## config.mk

```make
export PLATFORM = sky130hd
export DESIGN_NAME = fetch_unit
export DESIGN_NICKNAME = d
export VERILOG_FILES = /design/src/rtl/fetch_unit_pkg.sv /design/src/rtl/fetch_buffer.sv /design/src/rtl/fetch_unit.sv
export SDC_FILE = /design/constraint.sdc
export NUM_CORES = 1
export LEC_CHECK = 0
export CORE_MARGIN = 3
export CORE_UTILIZATION = 30
export CTS_CLUSTER_SIZE = 20
export DETAILED_ROUTE_END_ITERATION = 10
export GPL_TIMING_DRIVEN = 0
export SLEW_MARGIN = 10
export SYNTH_ARGS = -nofsm -noshare
export SYNTH_HDL_FRONTEND = slang
export SYNTH_SLANG_ARGS = --single-unit
```

## constraint.sdc

```tcl
create_clock -name clk -period 2.31 [get_ports clk]
set_input_delay 0.462 -clock clk [delete_from_list [all_inputs] [get_ports clk]]
set_output_delay 0.462 -clock clk [all_outputs]
set_load 0.005 [all_outputs]
```

## src/rtl/fetch_unit_pkg.sv

```systemverilog
// Shared widths, fetch step and the fetch-buffer entry type for the fetch unit.
package fetch_unit_pkg;

  localparam int XLEN    = 32;
  localparam int INSTR_W = 32;

  localparam logic [XLEN-1:0] PC_STEP = 32'd4;

  typedef struct packed {
    logic [XLEN-1:0]    pc;
    logic [INSTR_W-1:0] instr;
  } fetch_entry_t;

endpackage

```

## src/rtl/fetch_buffer.sv

```systemverilog
// Fetch FIFO of DEPTH {pc, instr} entries; head is a register read, 1-cycle push-to-head.
// Push is refused when full unless a pop happens in the same cycle; flush empties it at once.
module fetch_buffer
  import fetch_unit_pkg::*;
#(
  parameter int DEPTH = 2
) (
  input  logic         clk,
  input  logic         rst_n,
  input  logic         flush,
  input  logic         push,
  input  fetch_entry_t push_entry,
  input  logic         pop,
  output fetch_entry_t head,
  output logic         full,
  output logic         empty
);

  localparam int PTR_W = $clog2(DEPTH);
  localparam int CNT_W = $clog2(DEPTH + 1);

  fetch_entry_t     mem [DEPTH];
  logic [PTR_W-1:0] wr_ptr;
  logic [PTR_W-1:0] rd_ptr;
  logic [CNT_W-1:0] count;
  logic             do_push;
  logic             do_pop;

  assign full    = (count == CNT_W'(DEPTH));
  assign empty   = (count == '0);
  assign head    = mem[rd_ptr];
  assign do_pop  = pop && !empty && !flush;
  assign do_push = push && !flush && (!full || do_pop);

  // DEPTH is a power of two, so the pointers wrap modulo DEPTH on their own.
  always_ff @(posedge clk or negedge rst_n) begin
    if (!rst_n) begin
      wr_ptr <= '0;
      rd_ptr <= '0;
      count  <= '0;
      for (int i = 0; i < DEPTH; i++) begin
        mem[i] <= '0;
      end
    end else if (flush) begin
      wr_ptr <= '0;
      rd_ptr <= '0;
      count  <= '0;
    end else begin
      if (do_push) begin
        mem[wr_ptr] <= push_entry;
        wr_ptr      <= wr_ptr + PTR_W'(1);
      end
      if (do_pop) begin
        rd_ptr <= rd_ptr + PTR_W'(1);
      end
      if (do_push && !do_pop) begin
        count <= count + CNT_W'(1);
      end else if (!do_push && do_pop) begin
        count <= count - CNT_W'(1);
      end
    end
  end

endmodule

```

## src/rtl/fetch_unit.sv

```systemverilog
// Instruction fetch: PC, redirect/stall control and a fetch buffer; head valid 1 cycle after fetch,
// fetch stops when the buffer is full and not draining. FETCH_MISALIGN_CHECK_EN adds misalign_err.
module fetch_unit
  import fetch_unit_pkg::*;
#(
  parameter logic [31:0] RESET_PC  = 32'h0000_0000,
  parameter int          BUF_DEPTH = 2
) (
  input  logic        clk,
  input  logic        rst_n,
  output logic [31:0] instruction_address,
  input  logic [31:0] instruction,
  output logic        if_valid,
  input  logic        if_ready,
  output logic [31:0] if_instr,
  output logic [31:0] if_pc,
  input  logic        redirect_valid,
  input  logic [31:0] redirect_pc,
  input  logic        stall
`ifdef FETCH_MISALIGN_CHECK_EN
  ,
  output logic        misalign_err
`endif
);

  logic [XLEN-1:0] fetch_pc;
  logic [XLEN-1:0] fetch_pc_nxt;
  logic            buf_full;
  logic            buf_empty;
  logic            pop;
  logic            fetch;
  fetch_entry_t    push_entry;
  fetch_entry_t    head;

  assign if_valid = !buf_empty;
  assign if_pc    = head.pc;
  assign if_instr = head.instr;
  assign pop      = if_valid && if_ready;

  // A full buffer can still accept the new word when the head leaves in the same cycle.
  assign fetch    = !stall && !redirect_valid && (!buf_full || pop);

  assign instruction_address = {2'b00, fetch_pc[XLEN-1:2]};
  assign push_entry.pc       = fetch_pc;
  assign push_entry.instr    = instruction;

  always_comb begin
    fetch_pc_nxt = fetch_pc;
    if (redirect_valid) begin
      fetch_pc_nxt = {redirect_pc[XLEN-1:2], 2'b00};
    end else if (fetch) begin
      fetch_pc_nxt = fetch_pc + PC_STEP;
    end
  end

  always_ff @(posedge clk or negedge rst_n) begin
    if (!rst_n) begin
      fetch_pc <= RESET_PC;
    end else begin
      fetch_pc <= fetch_pc_nxt;
    end
  end

  fetch_buffer #(
    .DEPTH (BUF_DEPTH)
  ) u_fetch_buffer (
    .clk        (clk),
    .rst_n      (rst_n),
    .flush      (redirect_valid),
    .push       (fetch),
    .push_entry (push_entry),
    .pop        (pop),
    .head       (head),
    .full       (buf_full),
    .empty      (buf_empty)
  );

`ifdef FETCH_MISALIGN_CHECK_EN
  always_ff @(posedge clk or negedge rst_n) begin
    if (!rst_n) begin
      misalign_err <= 1'b0;
    end else begin
      misalign_err <= redirect_valid && (redirect_pc[1:0] != 2'b00);
    end
  end
`else
  logic unused_redirect_lsbs;
  assign unused_redirect_lsbs = ^redirect_pc[1:0];
`endif

endmodule

```

==> results by group, run 1 <==
Setup path
  – Critical path class: reg2out
  – CP max-delay cell: dfrtp_2
  – Req. time, crit path: 1.85 ns
  – WP data arrival: 1.84 ns
  – CP startpoint kind: register
  – CP Cell Sequence: buf_8 > buf_4 > bufbuf_16 > mux2_2 > clkdlybuf4s15_1
  – Crit end category: output pin
  – Critical Path Fanout Max: 5
  – Max incr delay on CP: about 0.42 ns

Route
  – DR vias/cell: ~4.6
  – Routed Antenna Nets: 0
  – Post-route DRC: 0
  – Wire per inst: roughly 17 microns
  – Vias post-DR: 4956
  – Routed wire length: ~19000 microns
  – Pre-antenna DRT Iters: 4
  – DR iter-0 viols: 233

Synthesis
  – Unique masters post-synth: 38
  – Yosys top cell by area: dfrtp_1
  – Largest cells by area after synthesis: dfrtp_1 54%, mux2_2 28%, xor2_1 2.6%
  – Async SR Flop Fraction: 1.00
  – Post-synth EDFFs: 0
  – Post-Syn Area: 7330 sq um
  – Mapped Cells: 542
  – Share of the synthesized area in the top cell type: 0.539
  – Ys Warns: 0
  – Ys flop type: dfrtp_1
  – Syn_area_per_cell: 13.5 sq um
  – Yosys reg bits: around 160
  – Sequential share of the synthesized area: 0.539

CTS
  – Clk slew on worst S/H paths: 0.07 ns
  – Root Buffer: clkbuf_16
  – CTS tree: done
  – Clk_lat worst skew: approximately 0.42 ns
  – H-tree depth: 4
  – Num CTS Buffers: 17
  – CTS max path bufs: 2
  – Clock sink count: 158

Place
  – GP Congestion: 0.734
  – Dpl hpwl: approximately 13000 microns
  – Port Buffers: between 150 and 200

Global routing
  – Initial antenna violation count: 1
  – GR Util All Layers: 0.147
  – Vias in the first global route: about 5300
  – Largest net degree at the start of global routing: 82
  – Global route overflow: 0
  – Global-route wire length before repair: 30300 microns

STA
  – Pins Over Slew Limit: 0
  – Setup-failing EPs final: 0
  – Period utilization: 0.999
  – Rel. slew slack: 0.584
  – Fin crit period: roughly 2.3 ns
  – Hold Vio Cnt, Final: 3
  – Peak Freq: about 430 MHz
  – Slew at the pin with the worst max-slew slack: around 0.62 ns
  – Hold Worst Slack: -0.0107 ns
  – Clk_skew: 0.00931 ns
  – RSZ-0062 raised after global routing: true

Floorplan
  – CORE AREA: 23800 sq um
  – Chip height: about 160 microns
  – Io pins: 166
  – DIE AREA: 26400 sq um
  – Initial Utilization: 0.309
  – Die Width: 162 microns
  – FP Rows: 56

Layout
  – Final core utilization: 0.434
  – Storage cell area: 3960 sq um
  – Ant diodes: 0
  – Fillers: approximately 2200
  – Fin nets: 817
  – Share of cells above drive strength 1: 0.376
  – Multi-input logic area: 3170 sq um
  – Area delta synth->final: 40.6%

Job
  – Max_cap viols: 0

Pwr
  – Worst VDD drop: between 0.3 and 0.4 mV
  – PD cells: 851 nW/um^2
  – Pleak: approximately 4.7 nW
  – Total power: 8.77 mW

Hold path
  – Hold WC Path Type: in2async

Run status
  – Failing checks: hold timing
  – Status: finished, violations left
==> where the power goes <==
| group | switching [mW] | internal, mW | leakage (nW) |
|---|---|---|---|
| clock network | 1.19 | 1.62 | 0.276 |
| logic | 0.712 | 1.41 | 2.48 |
| registers | 0.385 | 3.44 | 1.91 |
==> metrics by stage <==
stage | area (sq um) | worst slack [ns] | instances | setup TNS (ns)
2_1_floorplan | 7340 | 0.414 | 545 | 0
5_1_grt | 10300 | -0.0576 | 1079 | -0.0762
3_5_place_dp | 9350 | -0.709 | 1022 | -83.67
6_report | 10300 | 0.00303 | 1079 | 0
4_1_cts | 10100 | -0.136 | 1061 | -4.65
3_3_place_gp | 9310 | -6.06 | 1021 | -1040.84
==> layout make-up <==
| type | instances | area share |
|---|---|---|
| plain buffers | 34 | 0.0296 |
| well taps | 319 | 0.0387 |
| clock inverters | 13 | 0.0136 |
| flip-flops and latches | 158 | 0.384 |
| multi-input cells | 350 | 0.308 |
| clock buffers | 19 | 0.0430 |
| repair buffers | 184 | 0.183 |
| inverters | 2 | 0.000728 |
==> path summary, 6_finish.rpt <==
| check | startpoint | endpoint | slack, ns | cells past startpoint |
|---|---|---|---|---|
| max in group asynchronous | rst_n | u_fetch_buffer.mem[87] | 1.51 | 2 |
| setup / recovery | u_fetch_buffer.rd_ptr | if_instr[5] | 0.003 | 5 |
| hold reg to reg | u_fetch_buffer.mem[79] | u_fetch_buffer.mem[79] | 0.48 | 1 |
| setup reg to reg | fetch_pc[10] | fetch_pc[31] | 0.24 | 5 |
| min in group clk | u_fetch_buffer.mem[79] | u_fetch_buffer.mem[79] | 0.48 | 1 |
| hold / removal | rst_n | u_fetch_buffer.mem[52] | -0.01 | 1 |
==> repair_timing <==
action | CTS | global route
gates cloned | 1 | 0
setup endpoints to repair | 73 | 111
gates resized for setup | 40 | 79
pin swaps | 1 | 1
hold buffers | 0 | 0
hold endpoints to repair | 0 | 0
setup buffers | 7 | 18
==> cell usage after synthesis, types with 2 or more instances <==
cell and n:
and3_1 7, and4_1 5, buf_1 6, buf_2 7, buf_4 5, buf_6 7, clkbuf_1 10, dfrtp_1 158
inv_1 2, mux2_1 9, mux2_2 181, nand2_1 34, nand3_1 13, nand4_1 11, nor2_1 6, nor3_1 2
nor4_4 3, o21ai_0 23, o21ai_1 5, xnor2_1 9, xor2_1 22
==> sequential cells by signal, summed over array words and instances (netlist names) <==
register               cells
u_fetch_buffer.wr_ptr      1
u_fetch_buffer.rd_ptr      1
fetch_pc                  30
u_fetch_buffer.mem       124
u_fetch_buffer.count       2
==> layout by cell type, fill, tap and decap left out, types with 13 or more instances in the layout <==
| cell | instances |
|---|---|
| mux2_2 | 181 |
| dlymetal6s2s_1 | 40 |
| o21ai_0 | 23 |
| clkbuf_16 | 18 |
| xor2_1 | 22 |
| nand2_1 | 34 |
| buf_4 | 26 |
| nand3_1 | 13 |
| dfrtp_1 | 157 |
| clkdlybuf4s50_1 | 94 |
==> critical path, delay by kind of cell, from the launching register on <==
kind                   cells  cell delay [ns]
muxes                      1             0.26
buffers and inverters      4             0.74
DFF                        1             0.42
==> cells by family (layout without fill, tap and decap cells) <==
kind of cell,Yosys count,after routing,share of synthesized area
compound gates,31,31,0.0218
xor+xnor,31,31,0.0370
fa+ha+maj,1,1,0.00171
buf+inv,37,252,0.0299
flops,158,158,0.539
mux,191,191,0.293
other cells,1,4,0.000511
simple gates,92,92,0.0766
==> routing by layer <==
metal / GRT usage / wire (microns)
met5: 0 / 13
met4: 0.0361 / 190
met3: 0.0511 / 1310
met2: 0.231 / 8770
met1: 0.196 / 8600
(Power assumes the default switching activity.)
==> inputs of run 2 (changes only) <==
--- a/config.mk
+++ b/config.mk
@@ -10,6 +10,7 @@
 export CTS_CLUSTER_SIZE = 20
 export DETAILED_ROUTE_END_ITERATION = 10
 export GPL_TIMING_DRIVEN = 0
+export SKIP_LAST_GASP = 1
 export SLEW_MARGIN = 10
 export SYNTH_ARGS = -nofsm -noshare
 export SYNTH_HDL_FRONTEND = slang
==> run 2 against run 1 <==
  * The flow finishes with violations (setup timing)
  * Clock skew barely moved
  * Power rose by 0.34%
  * Cell count did not move
  * Maximum frequency fell by 2.5%
==> results by group, run 2 (synthesis results as in run 1) <==
Run status
  – Status: finished, violations left
  – Failing checks: setup timing

CTS
  – Clk slew on worst S/H paths: 0.07 ns (about the same)
  – Root Buffer: clkbuf_16
  – CTS tree: done
  – CTS max path bufs: 2 (unchanged)
  – H-tree depth: 4 (unchanged)
  – Num CTS Buffers: 17 (unchanged)
  – Hold buffers post-CTS: 0 (unchanged)
  – Clk_lat worst skew: 0.42 ns (about the same)
  – Clock sink count: 158 (unchanged)

STA
  – Setup-failing EPs final: 5 (+5)
  – Hold Vio Cnt, Final: 0 (-3)
  – Slew at the pin with the worst max-slew slack: 0.620 ns (-0.00389 ns)
  – Setup TNS: -0.173 ns (-0.173 ns)
  – RSZ-0062 raised after global routing: true
  – Fin worst setup slack: -0.0554 ns (-0.0585 ns)
  – Fin crit period: 2.37 ns (+0.0585 ns)
  – Clk_skew: 0.00893 ns (-0.000386 ns)
  – Rel. slew slack: 0.586 (+0.00259)
  – Pins Over Slew Limit: 0 (unchanged)
  – Period utilization: 1.02 (+0.0253)
  – Peak Freq: 423 MHz (-2.5%)

Route
  – Pre-antenna DRT Iters: 4 (unchanged)
  – Post-route DRC: 0 (unchanged)
  – Routed Antenna Nets: 0 (unchanged)
  – Wire per inst: 17.6 microns (+0.43%)
  – DR vias/cell: 4.61 (+0.46%)
  – DR iter-0 viols: 244 (+4.7%)
  – Routed wire length: 19000 microns (+0.43%)
  – Vias post-DR: 4979 (+0.46%)

Pwr
  – Worst VDD drop: 0.391 mV (-0.15%)
  – Pleak: 4.71 nW (+1.0%)
  – PD cells: 848 nW/um^2 (-0.29%)

Layout
  – Storage cell area: 3960 sq um (unchanged)
  – Share of cells above drive strength 1: 0.366 (-0.0105)
  – Most flop-heavy register: u_fetch_buffer.mem
  – Multi-input logic area: 3170 sq um (unchanged)
  – Most frequent cells in the layout: 181 x mux2_2, 157 x dfrtp_1, 97 x clkdlybuf4s50_1
  – Max reg flops: 124 (unchanged)
  – Area delta synth->final: 41.5%
  – Largest regs: u_fetch_buffer.mem (124), fetch_pc (30), u_fetch_buffer.count (2)
  – Fin nets: 817 (unchanged)
  – Ant diodes: 0 (unchanged)
  – Fillers: 2161 (-0.64%)
  – Most common cell after layout, fill and taps aside: mux2_2

Global routing
  – Initial antenna violation count: 1 (unchanged)
  – GR Util All Layers: 0.147 (unchanged)
  – Largest net degree at the start of global routing: 82 (unchanged)
  – Vias in the first global route: 5340 (unchanged)
  – Global route overflow: 0 (unchanged)
  – Global-route wire length before repair: 30300 microns (unchanged)

Setup path
  – Levels on crit path: 5 (unchanged)
  – Bufs and invs on worst path: 4 (unchanged)
  – WP data arrival: 1.90 ns (+0.06 ns)
  – Critical Path Fanout Max: 6 (+1)
  – Req. time, crit path: 1.85 ns (about the same)
  – Crit end category: output pin
  – CP Cell Sequence: buf_12 > buf_4 > bufbuf_16 > mux2_2 > dlygate4sd2_1
  – CP startpoint kind: register
  – CP max-delay cell: dfrtp_2
  – R2R cell count: 5 (unchanged)
  – Max incr delay on CP: 0.43 ns (about the same)
  – Critical path class: reg2out
  – Cell family with most CP delay: buffers and inverters

Hold path
  – Hold WC Path Type: in2async

Floorplan
  – DIE AREA: 26400 sq um (unchanged)
  – CORE AREA: 23800 sq um (unchanged)
  – Die Width: 162 microns (unchanged)
  – Chip height: 162 microns (unchanged)
  – Initial Utilization: 0.309 (unchanged)
  – Io pins: 166 (unchanged)
  – FP Rows: 56 (unchanged)

Place
  – Port Buffers: 157 (unchanged)
  – Dpl hpwl: 12700 microns (unchanged)
  – GP Congestion: 0.734 (unchanged)
  – Post-place setup slack: -0.709 ns (unchanged)

Job
  – Max_cap viols: 0 (unchanged)
## run 2: cell types whose count changed in the layout (fill, tap and decap cells not counted), sizes merged
cell,delta
clkbuf,-6
clkdlybuf4s50,+3
dlygate4sd2,+6
buf,-2
clkdlybuf4s15,-5
dlymetal6s2s,+4
## run 2: stage by stage
| step | power (mW) | utilization | hold WS, ns | cell area (sq um) | instances |
|---|---|---|---|---|---|
| 6_report | 8.80 | 0.437 | 0.00868 | 10400 | 1079 |
| 5_1_grt | 9.31 | 0.437 | 0.0357 | 10400 | 1079 |
| 4_1_cts | 8.96 | 0.424 | 0.0326 | 10100 | 1061 |
| 3_5_place_dp | 6.08 | 0.393 | 0.471 | 9350 | 1022 |
| 3_3_place_gp | 6.04 | 0.392 | 0.462 | 9310 | 1021 |
| 2_1_floorplan | 4.89 | - | 0.166 | 7340 | 545 |
## run 2: final cells by class
type | count | area share
sequential | 158 | 0.381
multi-input combinational | 350 | 0.306
timing repair buffer | 184 | 0.188
clock buffer | 19 | 0.0427
tap | 319 | 0.0385
buffer | 34 | 0.0294
clock inverter | 13 | 0.0135
inverter | 2 | 0.000724
## run 2: routing by layer
layer  up-vias  wire length [microns]  global-route usage
met1      2485                   8480               0.196
met3        20                   1360              0.0511
met2       133                   8900               0.231
met5         -                     13                   0
li1       2339                      -                   -
met4         2                    208              0.0361
## run 2: final timing paths
path | startpoint | end | slack [ns]
worst max register to register | fetch_pc[10] | fetch_pc[31] | 0.25
max in group asynchronous | rst_n | u_fetch_buffer.mem[23] | 1.49
min in group clk | u_fetch_buffer.mem[79] | u_fetch_buffer.mem[79] | 0.48
worst min-delay path | rst_n | u_fetch_buffer.mem[52] | 0.009
worst min register to register | u_fetch_buffer.mem[79] | u_fetch_buffer.mem[79] | 0.48
worst max-delay path | u_fetch_buffer.rd_ptr | if_instr[5] | -0.06
## run 2: timing repair
action / CTS / global route
setup buffers: 7 / 17
gates resized for setup: 38 / 63
gates cloned: 1 / 1
pin swaps: 1 / 1
endpoints found under the setup margin: 73 / 111
## run 2: power by group
part / leakage [nW] / internal [mW] / switching [mW] / total [mW]
registers: 1.91 / 3.44 / 0.385 / 3.82
logic: 2.52 / 1.44 / 0.714 / 2.16
clock network: 0.276 / 1.62 / 1.19 / 2.82
